[src/rtl/vecmac_dot_sequencer.sv]
// Dot-product sequencer: streams operand words into a 4x8x8 multiplier and accumulates lane sums.
// Optional build macro VECMAC_SAT_EN: saturating accumulator with an ovf output.
module vecmac_dot_sequencer #(
   parameter int ACC_W   = 32,
   parameter int LEN_W   = 16,
   parameter int MAX_OUT = 4
) (
   input  logic             clk,
   input  logic             rst,
   input  logic             start,
   input  logic [LEN_W-1:0] len,
   output logic             busy,
   input  logic             op_valid,
   input  logic [31:0]      op_a,
   input  logic [31:0]      op_b,
   output logic             op_ready,
   output logic             mul_in_valid,
   output logic [31:0]      mul_in_a,
   output logic [31:0]      mul_in_b,
   input  logic             mul_out_valid,
   input  logic [17:0]      mul_out_sum,
   output logic             res_valid,
   output logic [ACC_W-1:0] res_data,
   input  logic             res_ready
`ifdef VECMAC_SAT_EN
   ,
   output logic             ovf
`endif
);

   localparam int OW = $clog2(MAX_OUT + 1);

   typedef enum logic [1:0] {IDLE = 2'd0, RUN = 2'd1, DONE = 2'd2} state_t;

   state_t           state_q;
   logic [LEN_W-1:0] len_q, issued_q, received_q, received_d;
   logic [OW-1:0]    outst_q, outst_d;
   logic [ACC_W-1:0] acc_q, acc_d;
   logic [ACC_W:0]   sum_w;
   logic             mul_in_valid_q, res_valid_q;
   logic [31:0]      mul_in_a_q, mul_in_b_q;
   logic [ACC_W-1:0] res_data_q;
   logic             accept, ret;
`ifdef VECMAC_SAT_EN
   logic             ovf_q, ovf_d;
`endif

   assign op_ready = (state_q == RUN) && (issued_q < len_q) && (outst_q < OW'(MAX_OUT));
   assign accept   = op_valid && op_ready;
   assign ret      = mul_out_valid && (state_q == RUN);

   always_comb begin
      sum_w      = {1'b0, acc_q} + {{(ACC_W + 1 - 18){1'b0}}, mul_out_sum};
      received_d = received_q + LEN_W'(1);
`ifdef VECMAC_SAT_EN
      // Once saturated, the accumulator is pinned for the rest of the job.
      if (ovf_q || sum_w[ACC_W]) begin
         acc_d = '1;
         ovf_d = 1'b1;
      end else begin
         acc_d = sum_w[ACC_W-1:0];
         ovf_d = ovf_q;
      end
`else
      acc_d = sum_w[ACC_W-1:0];
`endif
      case ({accept, ret})
         2'b10:   outst_d = outst_q + OW'(1);
         2'b01:   outst_d = outst_q - OW'(1);
         default: outst_d = outst_q;
      endcase
   end

   always_ff @(posedge clk or posedge rst) begin
      if (rst) begin
         state_q        <= IDLE;
         len_q          <= '0;
         issued_q       <= '0;
         received_q     <= '0;
         outst_q        <= '0;
         acc_q          <= '0;
         mul_in_valid_q <= 1'b0;
         mul_in_a_q     <= '0;
         mul_in_b_q     <= '0;
         res_valid_q    <= 1'b0;
         res_data_q     <= '0;
`ifdef VECMAC_SAT_EN
         ovf_q          <= 1'b0;
`endif
      end else begin
         mul_in_valid_q <= accept;
         mul_in_a_q     <= accept ? op_a : 32'd0;
         mul_in_b_q     <= accept ? op_b : 32'd0;
         case (state_q)
            IDLE: begin
               if (start) begin
`ifdef VECMAC_SAT_EN
                  ovf_q <= 1'b0;
`endif
                  if (len == '0) begin
                     state_q     <= DONE;
                     res_valid_q <= 1'b1;
                     res_data_q  <= '0;
                  end else begin
                     state_q    <= RUN;
                     len_q      <= len;
                     acc_q      <= '0;
                     issued_q   <= '0;
                     received_q <= '0;
                     outst_q    <= '0;
                  end
               end
            end
            RUN: begin
               if (accept) issued_q <= issued_q + LEN_W'(1);
               outst_q <= outst_d;
               if (ret) begin
                  acc_q      <= acc_d;
                  received_q <= received_d;
`ifdef VECMAC_SAT_EN
                  ovf_q      <= ovf_d;
`endif
                  // Final result leaves on the same edge as the last accumulate.
                  if (received_d == len_q) begin
                     state_q     <= DONE;
                     res_valid_q <= 1'b1;
                     res_data_q  <= acc_d;
                  end
               end
            end
            DONE: begin
               if (res_ready) begin
                  state_q     <= IDLE;
                  res_valid_q <= 1'b0;
               end
            end
            default: state_q <= IDLE;
         endcase
      end
   end

   assign busy         = (state_q != IDLE);
   assign mul_in_valid = mul_in_valid_q;
   assign mul_in_a     = mul_in_a_q;
   assign mul_in_b     = mul_in_b_q;
   assign res_valid    = res_valid_q;
   assign res_data     = res_data_q;
`ifdef VECMAC_SAT_EN
   assign ovf          = ovf_q;
`endif

endmodule

[config.mk]
export PLATFORM = sky130hd
export DESIGN_NAME = vecmac_dot_sequencer
export DESIGN_NICKNAME = d
export VERILOG_FILES = /design/src/rtl/vecmac_dot_sequencer.sv
export SDC_FILE = /design/constraint.sdc
export NUM_CORES = 1
export LEC_CHECK = 0
export BUFFER_PORTS_ARGS = -buffer_cell sky130_fd_sc_hd__clkbuf_2
export CAP_MARGIN = 20
export CORE_UTILIZATION = 30
export DETAILED_ROUTE_END_ITERATION = 10
export GPL_TIMING_DRIVEN = 0
export MAX_ROUTING_LAYER = met4
export PLACE_DENSITY_LB_ADDON = 0.15
export SYNTH_ARGS = -nofsm -noshare
export SYNTH_HDL_FRONTEND = slang
export SYNTH_SLANG_ARGS = --single-unit
[constraint.sdc]
create_clock -name clk -period 6.5 [get_ports clk]
set_clock_uncertainty 0.05 [all_clocks]
set_input_delay 0.65 -clock clk [delete_from_list [all_inputs] [get_ports clk]]
set_output_delay 0.65 -clock clk [all_outputs]
set_load 0.02 [all_outputs]
After elaboration in Yosys (flattened, before gate mapping)
Cells that the tools add are included.
{ "totals": {"ff_bits": 183, "input_bits": 104, "output_inout_bits": 100} }
{ "op_classes": {"n_addsub": 5, "order_cmp": 2, "n_eq_ne": 13, "muxes": 33, "n_bitwise": 1, "reduce_logical": 16} }
{ "op_table": {"columns": ["operator", "n"], "rows": [
  ["$mux W32", 9],
  ["$pmux W32 S2", 2],
  ["$mux W16", 4],
  ["$pmux W16 S2", 2],
  ["$add A16 B1 Y16 const B", 2],
  ["$add A32 B18 Y32", 1],
  ["$eq A16 B16 Y1", 1],
  ["$logic_not A16 Y1", 1],
  ["$lt A16 B16 Y1", 1],
  ["$reduce_and A4 Y1", 4],
  ["$ne A2 B2 Y1 const B", 6],
  ["$pmux W3 S2", 2],
  ["$mux W2", 5],
  ["$mux W3", 2],
  ["$pmux W2 S3", 1],
  ["$reduce_and A6 Y1", 1],
  ["$mux W1", 5],
  ["$reduce_and A5 Y1", 1],
  ["$eq A2 B1 Y1 const B", 2],
  ["$eq A2 B2 Y1 const B", 2],
  ["$logic_and A1 B1 Y1", 4],
  ["$reduce_bool A2 Y1", 2],
  ["$add A3 B1 Y3 const B", 1],
  ["$lt A3 B3 Y1 const B", 1],
  ["other kinds (8)", 8]
]} }

Longest topological paths before layout
Gate-level depths: netlist of the first run.
{ "depth": {"word_depth": 7, "ltp_mapped": 15, "ltp_nobuf": 14} }

Worst setup path before layout of the first run
Ideal clock, no wire load.
{ "synth_path": {"kind": "reg-to-reg", "from": "register issued_q[13]", "to": "register outst_q[2]", "setup_ns": 0.066, "arrival_ns": 3.376, "path_slack_ns": 3.008, "path_stages_with_launch": 15, "n_path_buf": 1, "period_less_slack_ns": 3.492, "cell_sequence": "dfrtp_1 > ha_1 > a21o_1 > a21o_1 > a2111oi_1 > nand2_1 > o21ba_1 > buf_4 > inv_2 > ha_1 > fa_1 > xnor2_1 > or3_1 > o21ai_0 > a22o_1"} }
{ "synth_via": {"elab_chain_cells": 7, "elab_cells_between_ends": 10} }
{ "synth_lines": {"columns": ["element", "line", "text"], "rows": [
  ["start: declaration", "36", "logic [LEN_W-1:0] len_q, issued_q, received_q, received_d;"],
  ["start signal: assignment", "115", "if (accept) issued_q <= issued_q + LEN_W'(1);"],
  ["$lt A16 B16 Y1 (*)", "48", "assign op_ready = (state_q == RUN) && (issued_q < len_q) && (outst_q < OW'(MAX_OUT));"],
  ["$logic_and A1 B1 Y1 (*) (2 in a row)", "48", null],
  ["$logic_and A1 B1 Y1 (*)", "49", "assign accept = op_valid && op_ready;"],
  ["$eq A2 B1 Y1 / $eq A2 B2 Y1 (equally long branches)", "67", "case ({accept, ret})"],
  ["$pmux W3 S2 / $ne A3 B1 Y1 (equally long branches)", null, null],
  ["$pmux W3 S2 / $reduce_and A4 Y1 (equally long branches)", null, null],
  ["end signal: assignment", "116", "outst_q <= outst_d;"],
  ["end: declaration", "37", "logic [OW-1:0] outst_q, outst_d;"]
]} }
Mark *: on every way between the ends. The rest lies on a longest branch, timed or not.
A chain may end at the register's enable or synchronous reset.

Worst setup path after layout of the first run
{ "layout_path": {"from": "register state_q[1]", "to": "register outst_q[2]"} }
{ "layout_via": {"elab_chain_cells": 7, "elab_cells_between_ends": 15} }
{ "layout_lines": {"columns": ["element", "line", "text"], "rows": [
  ["start: declaration", "35", "state_t state_q;"],
  ["start signal: assignment", "76", "state_q <= IDLE;"],
  ["start signal: assignment", "101", "state_q <= DONE;"],
  ["start signal: assignment", "105", "state_q <= RUN;"],
  ["$eq A2 B1 Y1", "48, 50, 94", null],
  ["$logic_and A1 B1 Y1 (2 in a row)", "48", null],
  ["$logic_and A1 B1 Y1", "49", null],
  ["$eq A2 B1 Y1 / $eq A2 B2 Y1 (equally long branches)", "67", null],
  ["$pmux W3 S2 / $ne A3 B1 Y1 (equally long branches)", null, null],
  ["$pmux W3 S2 / $reduce_and A4 Y1 (equally long branches)", null, null]
]} }
Parallel ways exist; a longest one is shown, timed or not.

==> metrics.txt, run 1 <==
# TYPE chip_impl_metric gauge
chip_impl_info{name="outcome",value="finished, violations left"} 1
chip_impl_info{name="failed_checks",value="DRC"} 1
chip_impl_metric{name="timing.final.crit_share",unit="%"} 61.9
chip_impl_metric{name="place.gp.congestion",unit=""} 0.850
chip_impl_metric{name="flow.area_growth_from_synthesis",unit="%"} 23.1
chip_impl_metric{name="fin_worst_hold_slack",unit="ns"} 0.243
chip_impl_info{name="synth.largest_area_cell",value="sky130_fd_sc_hd__dfrtp_1"} 1
chip_impl_metric{name="fillers",unit=""} 3149
chip_impl_metric{name="cts_inserted_buffers",unit=""} 17
chip_impl_metric{name="postCtsSetupRepairBufs",unit=""} 0
chip_impl_metric{name="final_max_slew_viol_count",unit=""} 0
chip_impl_metric{name="detailed_place.area",unit="sq um"} 11000
chip_impl_metric{name="cp_data_arrival_time",unit="ns"} 4.34
chip_impl_metric{name="horizontal_extent_of_the_die",unit="um"} 180
chip_impl_info{name="regToRegStartpoint",value="state_q[1]$_DFFE_PP0P_"} 1
chip_impl_metric{name="synth_seq_cells",unit=""} 183
chip_impl_metric{name="setup.reg_to_reg.worst_slack",unit="ns"} 2.48
chip_impl_metric{name="finalInstanceArea",unit="sq um"} 11700
chip_impl_metric{name="max_cap_viol_count",unit=""} 0
chip_impl_metric{name="gr-total-overflow",unit=""} 0
chip_impl_metric{name="yosys_warnings",unit=""} 0
chip_impl_metric{name="cts_num_sinks",unit=""} 183
chip_impl_metric{name="hold_viol_final",unit=""} 0
chip_impl_metric{name="cp_data_required_time",unit="ns"} 6.82
chip_impl_info{name="grt_setup_unrepaired",value="no"} 1
chip_impl_metric{name="timing.critical_path.depth",unit=""} 15
chip_impl_info{name="crit_path_cell_trace",value="inv_1 -> ha_1 -> clkbuf_1 -> inv_1 -> a2111oi_1 -> nand2_1 -> o21ba_1 -> buf_4 -> inv_2 -> ha_1 -> fa_1 -> xnor2_1 -> or3_1 -> o21ai_0 -> a22o_1"} 1
chip_impl_info{name="clk_root_buffer_cell",value="sky130_fd_sc_hd__clkbuf_16"} 1
chip_impl_metric{name="post_cts_resized",unit=""} 0
chip_impl_info{name="regToRegEndpoint",value="outst_q[2]$_DFFE_PP0P_"} 1
chip_impl_metric{name="grt_pass1_vias",unit=""} 8041
chip_impl_metric{name="hpwl",unit="mm"} 20.7
chip_impl_metric{name="postCtsHoldBufs",unit=""} 0
chip_impl_info{name="startpoint",value="state_q[1]$_DFFE_PP0P_"} 1
chip_impl_metric{name="layout-drive-gt1-share",unit="%"} 23.3
chip_impl_metric{name="yosys.cell_types.count",unit=""} 81
chip_impl_metric{name="worst_slew_pin_slew",unit="ns"} 0.989
chip_impl_metric{name="drtAntennaViolNets",unit=""} 0
chip_impl_metric{name="antenna_found_initial",unit=""} 1
chip_impl_metric{name="clockBufferDepth",unit=""} 2
chip_impl_metric{name="synth_edf_count",unit=""} 0
chip_impl_metric{name="route.layer.met1.wl",unit="mm"} 13.2
chip_impl_metric{name="detail_route.first_pass.iterations",unit=""} 8
chip_impl_info{name="highest_layer",value="met4"} 1
chip_impl_metric{name="place.port_buffers",unit=""} 203
chip_impl_metric{name="async_reset_ff_share",unit="%"} 100
chip_impl_metric{name="total_wirelength",unit="mm"} 28.0
chip_impl_metric{name="wl_met2",unit="mm"} 13.3
chip_impl_metric{name="met3_length",unit="mm"} 1.32
chip_impl_metric{name="synth_nets",unit=""} 1086
chip_impl_metric{name="post_synth_inst_count",unit=""} 941
chip_impl_metric{name="grt_first_pass_wirelength",unit="mm"} 45.1
chip_impl_metric{name="worst_setup_hold_path_clk_slew",unit="ns"} 0.09
chip_impl_info{name="synth.top_cells.by_area",value="sky130_fd_sc_hd__dfrtp_1, sky130_fd_sc_hd__ha_1, sky130_fd_sc_hd__and2_1"} 1
chip_impl_metric{name="dr_total_vias",unit=""} 7873
chip_impl_metric{name="design.portCount",unit=""} 204
chip_impl_metric{name="detail_route.vias_per_cell",unit=""} 5.01
chip_impl_info{name="worstSetupEndpointType",value="flop"} 1
chip_impl_metric{name="slowest_delay",unit="ns"} 0.70
chip_impl_metric{name="timing.critical_path.buf_inv",unit=""} 5
chip_impl_metric{name="yosys.area.top_type_share",unit="%"} 48.2
chip_impl_info{name="worstSetupStartpointType",value="flop"} 1
chip_impl_info{name="tritoncts",value="yes"} 1
chip_impl_metric{name="design.die.area",unit="sq um"} 32400
chip_impl_info{name="hold_class",value="in2async"} 1
chip_impl_metric{name="synth.cell_area",unit="sq um"} 9500
chip_impl_metric{name="num_rows",unit=""} 64
chip_impl_info{name="worst_path_dominant_cell_family",value="compound AO/OA/AOI/OAI gates"} 1
chip_impl_metric{name="routedWlPerCell",unit="um"} 17.8
chip_impl_metric{name="initial_core_util",unit="%"} 30.7
chip_impl_info{name="synth.top_cells.by_count",value="sky130_fd_sc_hd__dfrtp_1, sky130_fd_sc_hd__nand2_1, sky130_fd_sc_hd__o21ai_0, sky130_fd_sc_hd__and2_1, sky130_fd_sc_hd__ha_1"} 1
chip_impl_metric{name="clkLatencyLatePin",unit="ns"} 0.45
chip_impl_info{name="worstSetupEndpoint",value="outst_q[2]$_DFFE_PP0P_"} 1
chip_impl_metric{name="max-slew-margin-rel",unit="%"} 33.6
chip_impl_metric{name="gr_util_all_layers",unit="%"} 18.3
chip_impl_metric{name="fin_nets",unit=""} 1309
chip_impl_metric{name="cellPowerDensity",unit="nW/um^2"} 383
chip_impl_metric{name="chipHeight",unit="um"} 180
chip_impl_metric{name="largest_net_degree_at_the_start_of_global_routing",unit=""} 107
chip_impl_metric{name="final-setup-viol-count",unit=""} 0
chip_impl_metric{name="r2r_cells",unit=""} 15
chip_impl_metric{name="antenna_cells",unit=""} 0
chip_impl_metric{name="coreArea",unit="sq um"} 30900
chip_impl_metric{name="ir_drop",unit="V"} 0.000198
chip_impl_metric{name="leakagePower",unit="nW"} 5.68
chip_impl_metric{name="drt_drc_violations_left",unit=""} 7
chip_impl_info{name="dominantRegCellSynth",value="sky130_fd_sc_hd__dfrtp_1"} 1
chip_impl_metric{name="maximum_fanout_along_the_worst_path",unit=""} 10
chip_impl_metric{name="drt_iter0_drc",unit=""} 462
chip_impl_info{name="post-synth-top-count-cell",value="sky130_fd_sc_hd__dfrtp_1"} 1
chip_impl_info{name="critPathSlowestCell",value="sky130_fd_sc_hd__a2111oi_1"} 1
chip_impl_metric{name="ctsHtreeMaxLevel",unit=""} 4
chip_impl_metric{name="yosysSeqAreaShare",unit="%"} 48.2
chip_impl_metric{name="totalNegativeSetupSlack",unit="ns"} 0
chip_impl_info{name="critical_path_class",value="reg2reg"} 1
chip_impl_metric{name="finalCriticalPeriod",unit="ns"} 4.02
chip_impl_metric{name="syn-mean-instance-area",unit="sq um"} 10.1
chip_impl_metric{name="fmax",unit="MHz"} 249
-- registers in the layout, summed over array words and instances (netlist names) --
| signal | count |
|---|---|
| acc_q | 32 |
| mul_in_a | 32 |
| mul_in_b | 32 |
| res_data | 32 |
| issued_q | 16 |
| len_q | 16 |
| received_q | 16 |
| outst_q | 3 |
| state_q | 2 |
| mul_in_valid | 1 |
| res_valid | 1 |
-- report_power, final --
part	internal (mW)	total, mW	switching (mW)
Clock	0.668	1.17	0.502
Sequential	1.35	1.50	0.156
Combinational	0.621	1.80	1.18
Total	2.64	4.48	1.84
-- logic make-up (layout without fill, tap and decap cells) --
group / count (synthesis) / count (layout) / synth area share (%)
mux: 8 / 8 / 0.935
flops: 183 / 183 / 48.2
xor+xnor: 49 / 49 / 4.52
compound gates: 254 / 254 / 18.8
simple gates: 326 / 326 / 18.2
fa+ha+maj: 41 / 41 / 5.56
buf+inv: 80 / 316 / 3.83
-- per-layer routing --
metal	track usage [%]	up-vias
li1	-	3848
met1	23.7	3786
met2	29.8	218
met3	3.73	21
met4	3.52	0
met5	-	-
-- area by class of cell --
cell class                      count  area (sq um)  share of cell area (%)
Buffer                             48           244                    2.09
Sequential cell                   183          4580                    39.2
Multi-Input combinational cell    678          4560                    39.0
Tap cell                          396           495                    4.24
Clock buffer                       18           439                    3.76
Timing Repair Buffer              204          1040                    8.92
Clock inverter                     14           208                    1.78
Inverter                           32           128                    1.09
-- metrics by stage --
stage	util [%]	total power, mW	setup slack, ns	std cells
after floorplan	-	2.72	0.828	941
after global placement	35.6	3.33	-1.89	1540
after detailed placement	35.7	3.34	2.31	1541
after CTS	37.8	4.53	2.41	1573
after global routing	37.8	4.79	2.06	1573
final	37.8	4.48	2.48	1573
-- cells in the final DEF, fill, tap and decap left out, types with 9 or more instances in the layout --
cell	count
sky130_fd_sc_hd__and2_1	72
sky130_fd_sc_hd__ha_1	39
sky130_fd_sc_hd__clkbuf_1	29
sky130_fd_sc_hd__nand2_1	100
sky130_fd_sc_hd__a21oi_1	34
sky130_fd_sc_hd__and3_1	16
sky130_fd_sc_hd__nor2_1	33
sky130_fd_sc_hd__nand3_1	33
sky130_fd_sc_hd__xor2_1	18
sky130_fd_sc_hd__nor4_1	12
sky130_fd_sc_hd__o21ai_0	73
sky130_fd_sc_hd__buf_4	9
sky130_fd_sc_hd__clkbuf_2	203
sky130_fd_sc_hd__o211ai_1	18
sky130_fd_sc_hd__nor3_1	15
sky130_fd_sc_hd__o2bb2ai_1	13
sky130_fd_sc_hd__a21o_1	12
sky130_fd_sc_hd__dfrtp_1	183
sky130_fd_sc_hd__nand4_1	11
sky130_fd_sc_hd__a22o_1	28
sky130_fd_sc_hd__xnor2_1	31
sky130_fd_sc_hd__clkbuf_16	17
sky130_fd_sc_hd__inv_1	30
-- worst min-delay path by stage --
stage	start	end	slack (ns)	cells past startpoint
6_report	rst	issued_q[8]$_DFFE_PP0P_	0.24	2
5_1_grt	rst	mul_in_a[10]$_DFF_PP0_	0.28	2
4_1_cts	rst	issued_q[8]$_DFFE_PP0P_	0.25	2
3_5_place_dp	acc_q[2]$_DFFE_PP0P_	acc_q[2]$_DFFE_PP0P_	0.41	2
3_3_place_gp	acc_q[2]$_DFFE_PP0P_	acc_q[2]$_DFFE_PP0P_	0.41	2
2_1_floorplan	acc_q[2]$_DFFE_PP0P_	acc_q[2]$_DFFE_PP0P_	0.39	2
Power figures use the tool's default switching activity.
==> run 2, diff against run 1 <==
clock period = 3.74 ns   (was 6.5 ns; I/O delays follow)
==> run 2 against run 1 <==
The flow still finishes with violations (DRC). Critical path depth unchanged. Worst hold slack got worse by 0.15 ns. Utilization rose by 0.061 points. Cell count grew 0.38%. Cell area grew 0.16%.
==> metrics.txt, run 2 (synthesis gave the netlist of run 1 again) <==
# TYPE chip_impl_metric gauge
chip_impl_info{name="crit_path_cell_trace",value="inv_1 -> ha_1 -> a21o_1 -> a21o_1 -> a2111oi_4 -> nand2_1 -> o21ba_2 -> buf_8 -> inv_4 -> ha_1 -> fa_1 -> xnor2_1 -> or3_1 -> o21ai_1 -> a22o_1"} 1
chip_impl_metric{name="coreArea",unit="sq um"} 30900
chip_impl_metric{name="worst_setup_hold_path_clk_slew",unit="ns"} 0.08
chip_impl_info{name="grt_setup_unrepaired",value="no"} 1
chip_impl_metric{name="fin_nets",unit=""} 1315
chip_impl_info{name="critical_path_class",value="reg2reg"} 1
chip_impl_metric{name="detail_route.first_pass.iterations",unit=""} 7
chip_impl_metric{name="total_wirelength",unit="mm"} 28.0
chip_impl_metric{name="r2r_cells",unit=""} 15
chip_impl_metric{name="fmax",unit="MHz"} 281
chip_impl_info{name="failed_checks",value="DRC"} 1
chip_impl_metric{name="hold_viol_final",unit=""} 0
chip_impl_metric{name="slowest_delay",unit="ns"} 0.42
chip_impl_info{name="mostFrequentLayoutCell",value="sky130_fd_sc_hd__clkbuf_2"} 1
chip_impl_info{name="worstHoldStart",value="op_b[3]"} 1
chip_impl_metric{name="place.gp.congestion",unit=""} 0.797
chip_impl_metric{name="num_rows",unit=""} 64
chip_impl_info{name="commonest_cells_after_routing_fill_and_taps_aside",value="sky130_fd_sc_hd__clkbuf_2, sky130_fd_sc_hd__dfrtp_1, sky130_fd_sc_hd__nand2_1, sky130_fd_sc_hd__and2_1, sky130_fd_sc_hd__o21ai_0"} 1
chip_impl_metric{name="totalNegativeSetupSlack",unit="ns"} 0
chip_impl_metric{name="power_frac_comb",unit="%"} 42.2
chip_impl_metric{name="max-slew-margin-rel",unit="%"} 40.9
chip_impl_metric{name="grt_util_met2",unit="%"} 29.2
chip_impl_metric{name="place.port_buffers",unit=""} 203
chip_impl_metric{name="use_met3",unit="%"} 3.65
chip_impl_metric{name="chipHeight",unit="um"} 180
chip_impl_metric{name="power_frac_clock",unit="%"} 23.0
chip_impl_metric{name="cts_inserted_buffers",unit=""} 17
chip_impl_info{name="worstSetupStartpointType",value="flop"} 1
chip_impl_metric{name="clockBufferDepth",unit=""} 2
chip_impl_metric{name="fillers",unit=""} 3147
chip_impl_metric{name="horizontal_extent_of_the_die",unit="um"} 180
chip_impl_info{name="regToRegEndpoint",value="outst_q[2]$_DFFE_PP0P_"} 1
chip_impl_metric{name="largest_net_degree_at_the_start_of_global_routing",unit=""} 39
chip_impl_metric{name="grt_pass1_vias",unit=""} 7969
chip_impl_info{name="regToRegStartpoint",value="len_q[13]$_DFFE_PP0P_"} 1
chip_impl_metric{name="ctsHtreeMaxLevel",unit=""} 4
chip_impl_info{name="tritoncts",value="yes"} 1
chip_impl_metric{name="initial_core_util",unit="%"} 30.7
chip_impl_metric{name="leakagePower",unit="nW"} 5.65
chip_impl_metric{name="ir_drop",unit="V"} 0.000341
chip_impl_metric{name="max_cap_viol_count",unit=""} 0
chip_impl_metric{name="cts_num_sinks",unit=""} 183
chip_impl_metric{name="timing.final.crit_share",unit="%"} 95.0
chip_impl_metric{name="switching_share_of_total_power",unit="%"} 42.0
chip_impl_info{name="hold_class",value="in2reg"} 1
chip_impl_metric{name="detail_route.vias_per_cell",unit=""} 5.00
chip_impl_info{name="clk_root_buffer_cell",value="sky130_fd_sc_hd__clkbuf_16"} 1
chip_impl_metric{name="final_max_slew_viol_count",unit=""} 0
chip_impl_metric{name="antenna_found_initial",unit=""} 1
chip_impl_info{name="worstSetupEndpointType",value="flop"} 1
chip_impl_metric{name="share_seq_of_total_power",unit="%"} 34.8
chip_impl_metric{name="drtAntennaViolNets",unit=""} 0
chip_impl_metric{name="worst_slew_pin_slew",unit="ns"} 0.878
chip_impl_metric{name="power.total",unit="mW"} 7.54
chip_impl_metric{name="clkLatencyLatePin",unit="ns"} 0.44
chip_impl_metric{name="gr-total-overflow",unit=""} 0
chip_impl_info{name="outcome",value="finished, violations left"} 1
chip_impl_metric{name="dr_total_vias",unit=""} 7899
chip_impl_metric{name="hold_depth",unit=""} 2
chip_impl_info{name="critPathSlowestCell",value="sky130_fd_sc_hd__dfrtp_1"} 1
chip_impl_metric{name="flow.area_growth_from_synthesis",unit="%"} 23.3
chip_impl_metric{name="design.portCount",unit=""} 204
chip_impl_info{name="startpoint",value="len_q[13]$_DFFE_PP0P_"} 1
chip_impl_metric{name="maximum_fanout_along_the_worst_path",unit=""} 10
chip_impl_metric{name="met1_usage_grt",unit="%"} 23.6
chip_impl_info{name="grt-busiest-layer",value="met2"} 1
chip_impl_metric{name="layout-drive-gt1-share",unit="%"} 23.9
chip_impl_info{name="endpoint_worst_hold",value="mul_in_b[3]$_DFF_PP0_"} 1
chip_impl_metric{name="cp_data_required_time",unit="ns"} 4.06
chip_impl_metric{name="cp_data_arrival_time",unit="ns"} 3.88
chip_impl_metric{name="drt_iter0_drc",unit=""} 354
chip_impl_metric{name="p_int",unit="mW"} 4.37
chip_impl_metric{name="gr_util_all_layers",unit="%"} 18.2
chip_impl_metric{name="final-setup-viol-count",unit=""} 0
chip_impl_metric{name="cellPowerDensity",unit="nW/um^2"} 643
chip_impl_metric{name="hpwl",unit="mm"} 20.7
chip_impl_metric{name="design.die.area",unit="sq um"} 32400
chip_impl_metric{name="setup.reg_to_reg.worst_slack",unit="ns"} 0.19
chip_impl_metric{name="grt_first_pass_wirelength",unit="mm"} 44.4
chip_impl_metric{name="power_switching",unit="mW"} 3.17
chip_impl_metric{name="drt_drc_violations_left",unit=""} 7
chip_impl_metric{name="finalCriticalPeriod",unit="ns"} 3.55
chip_impl_metric{name="routedWlPerCell",unit="um"} 17.7
run 2: worst max-delay path: cells and delay by family, from the launching register on:
| family | cells | cell delay, ns |
|---|---|---|
| fa+ha+maj | 3 | 0.94 |
| flops | 1 | 0.42 |
| buf+inv | 3 | 0.31 |
| compound gates | 6 | 1.23 |
| xor+xnor | 1 | 0.15 |
| simple gates | 2 | 0.39 |
run 2: power groups by stage:
stage	registers [mW]	logic (mW)	clock network [mW]
2_1_floorplan	2.74	1.99	0
3_3_place_gp	2.65	3.14	0
3_5_place_dp	2.65	3.16	0
4_1_cts	2.62	3.19	1.80
5_1_grt	2.67	3.54	1.86
6_report	2.62	3.18	1.74
run 2: metrics by stage:
step | cells | setup WS (ns) | hold WS [ns] | utilization, % | area [sq um]
final | 1579 | 0.187 | 0.0886 | 37.9 | 11700
after global routing | 1579 | 0.00372 | 0.0725 | 37.9 | 11700
after CTS | 1576 | 0.0146 | 0.0664 | 37.8 | 11700
after detailed placement | 1545 | -0.288 | 0.375 | 36.0 | 11100
after global placement | 1540 | -0.464 | 0.412 | 35.6 | 11000
after floorplan | 941 | 0.248 | 0.393 | - | 9510
run 2: final cells by class:
cell class | instances | area [sq um] | share of cell area (%)
multi-input combinational | 678 | 4580 | 39.1
buffer | 47 | 248 | 2.11
clock buffer | 19 | 433 | 3.70
timing repair buffer | 211 | 1140 | 9.74
tap | 396 | 495 | 4.23
antenna | 1 | 2.50 | 0.0214
clock inverter | 12 | 108 | 0.919
sequential | 183 | 4580 | 39.1
inverter | 32 | 126 | 1.08
run 2: how the worst max path moves through the flow:
stage,to
detailed placement,outst_q[2]$_DFFE_PP0P_
global placement,received_q[11]$_DFFE_PP0P_
finish,outst_q[2]$_DFFE_PP0P_
global route,outst_q[2]$_DFFE_PP0P_
floorplan,outst_q[2]$_DFFE_PP0P_
CTS,outst_q[2]$_DFFE_PP0P_
run 2: routing by layer:
metal | part of all wire, % | wire length [um]
met1 | 47 | 13200
met2 | 47 | 13100
met3 | 5.2 | 1440
met4 | 0.78 | 218
met5 | 0 | 0
run 2: repair_timing:
| item | CTS | global route |
|---|---|---|
| hold buffers | 1 | 0 |
| buffers inserted | 0 | 2 |
| pin swaps | 2 | 3 |
| endpoints found under the hold margin | 15 | 0 |
| setup endpoints to repair | 2 | 11 |
| gates resized for setup | 2 | 9 |
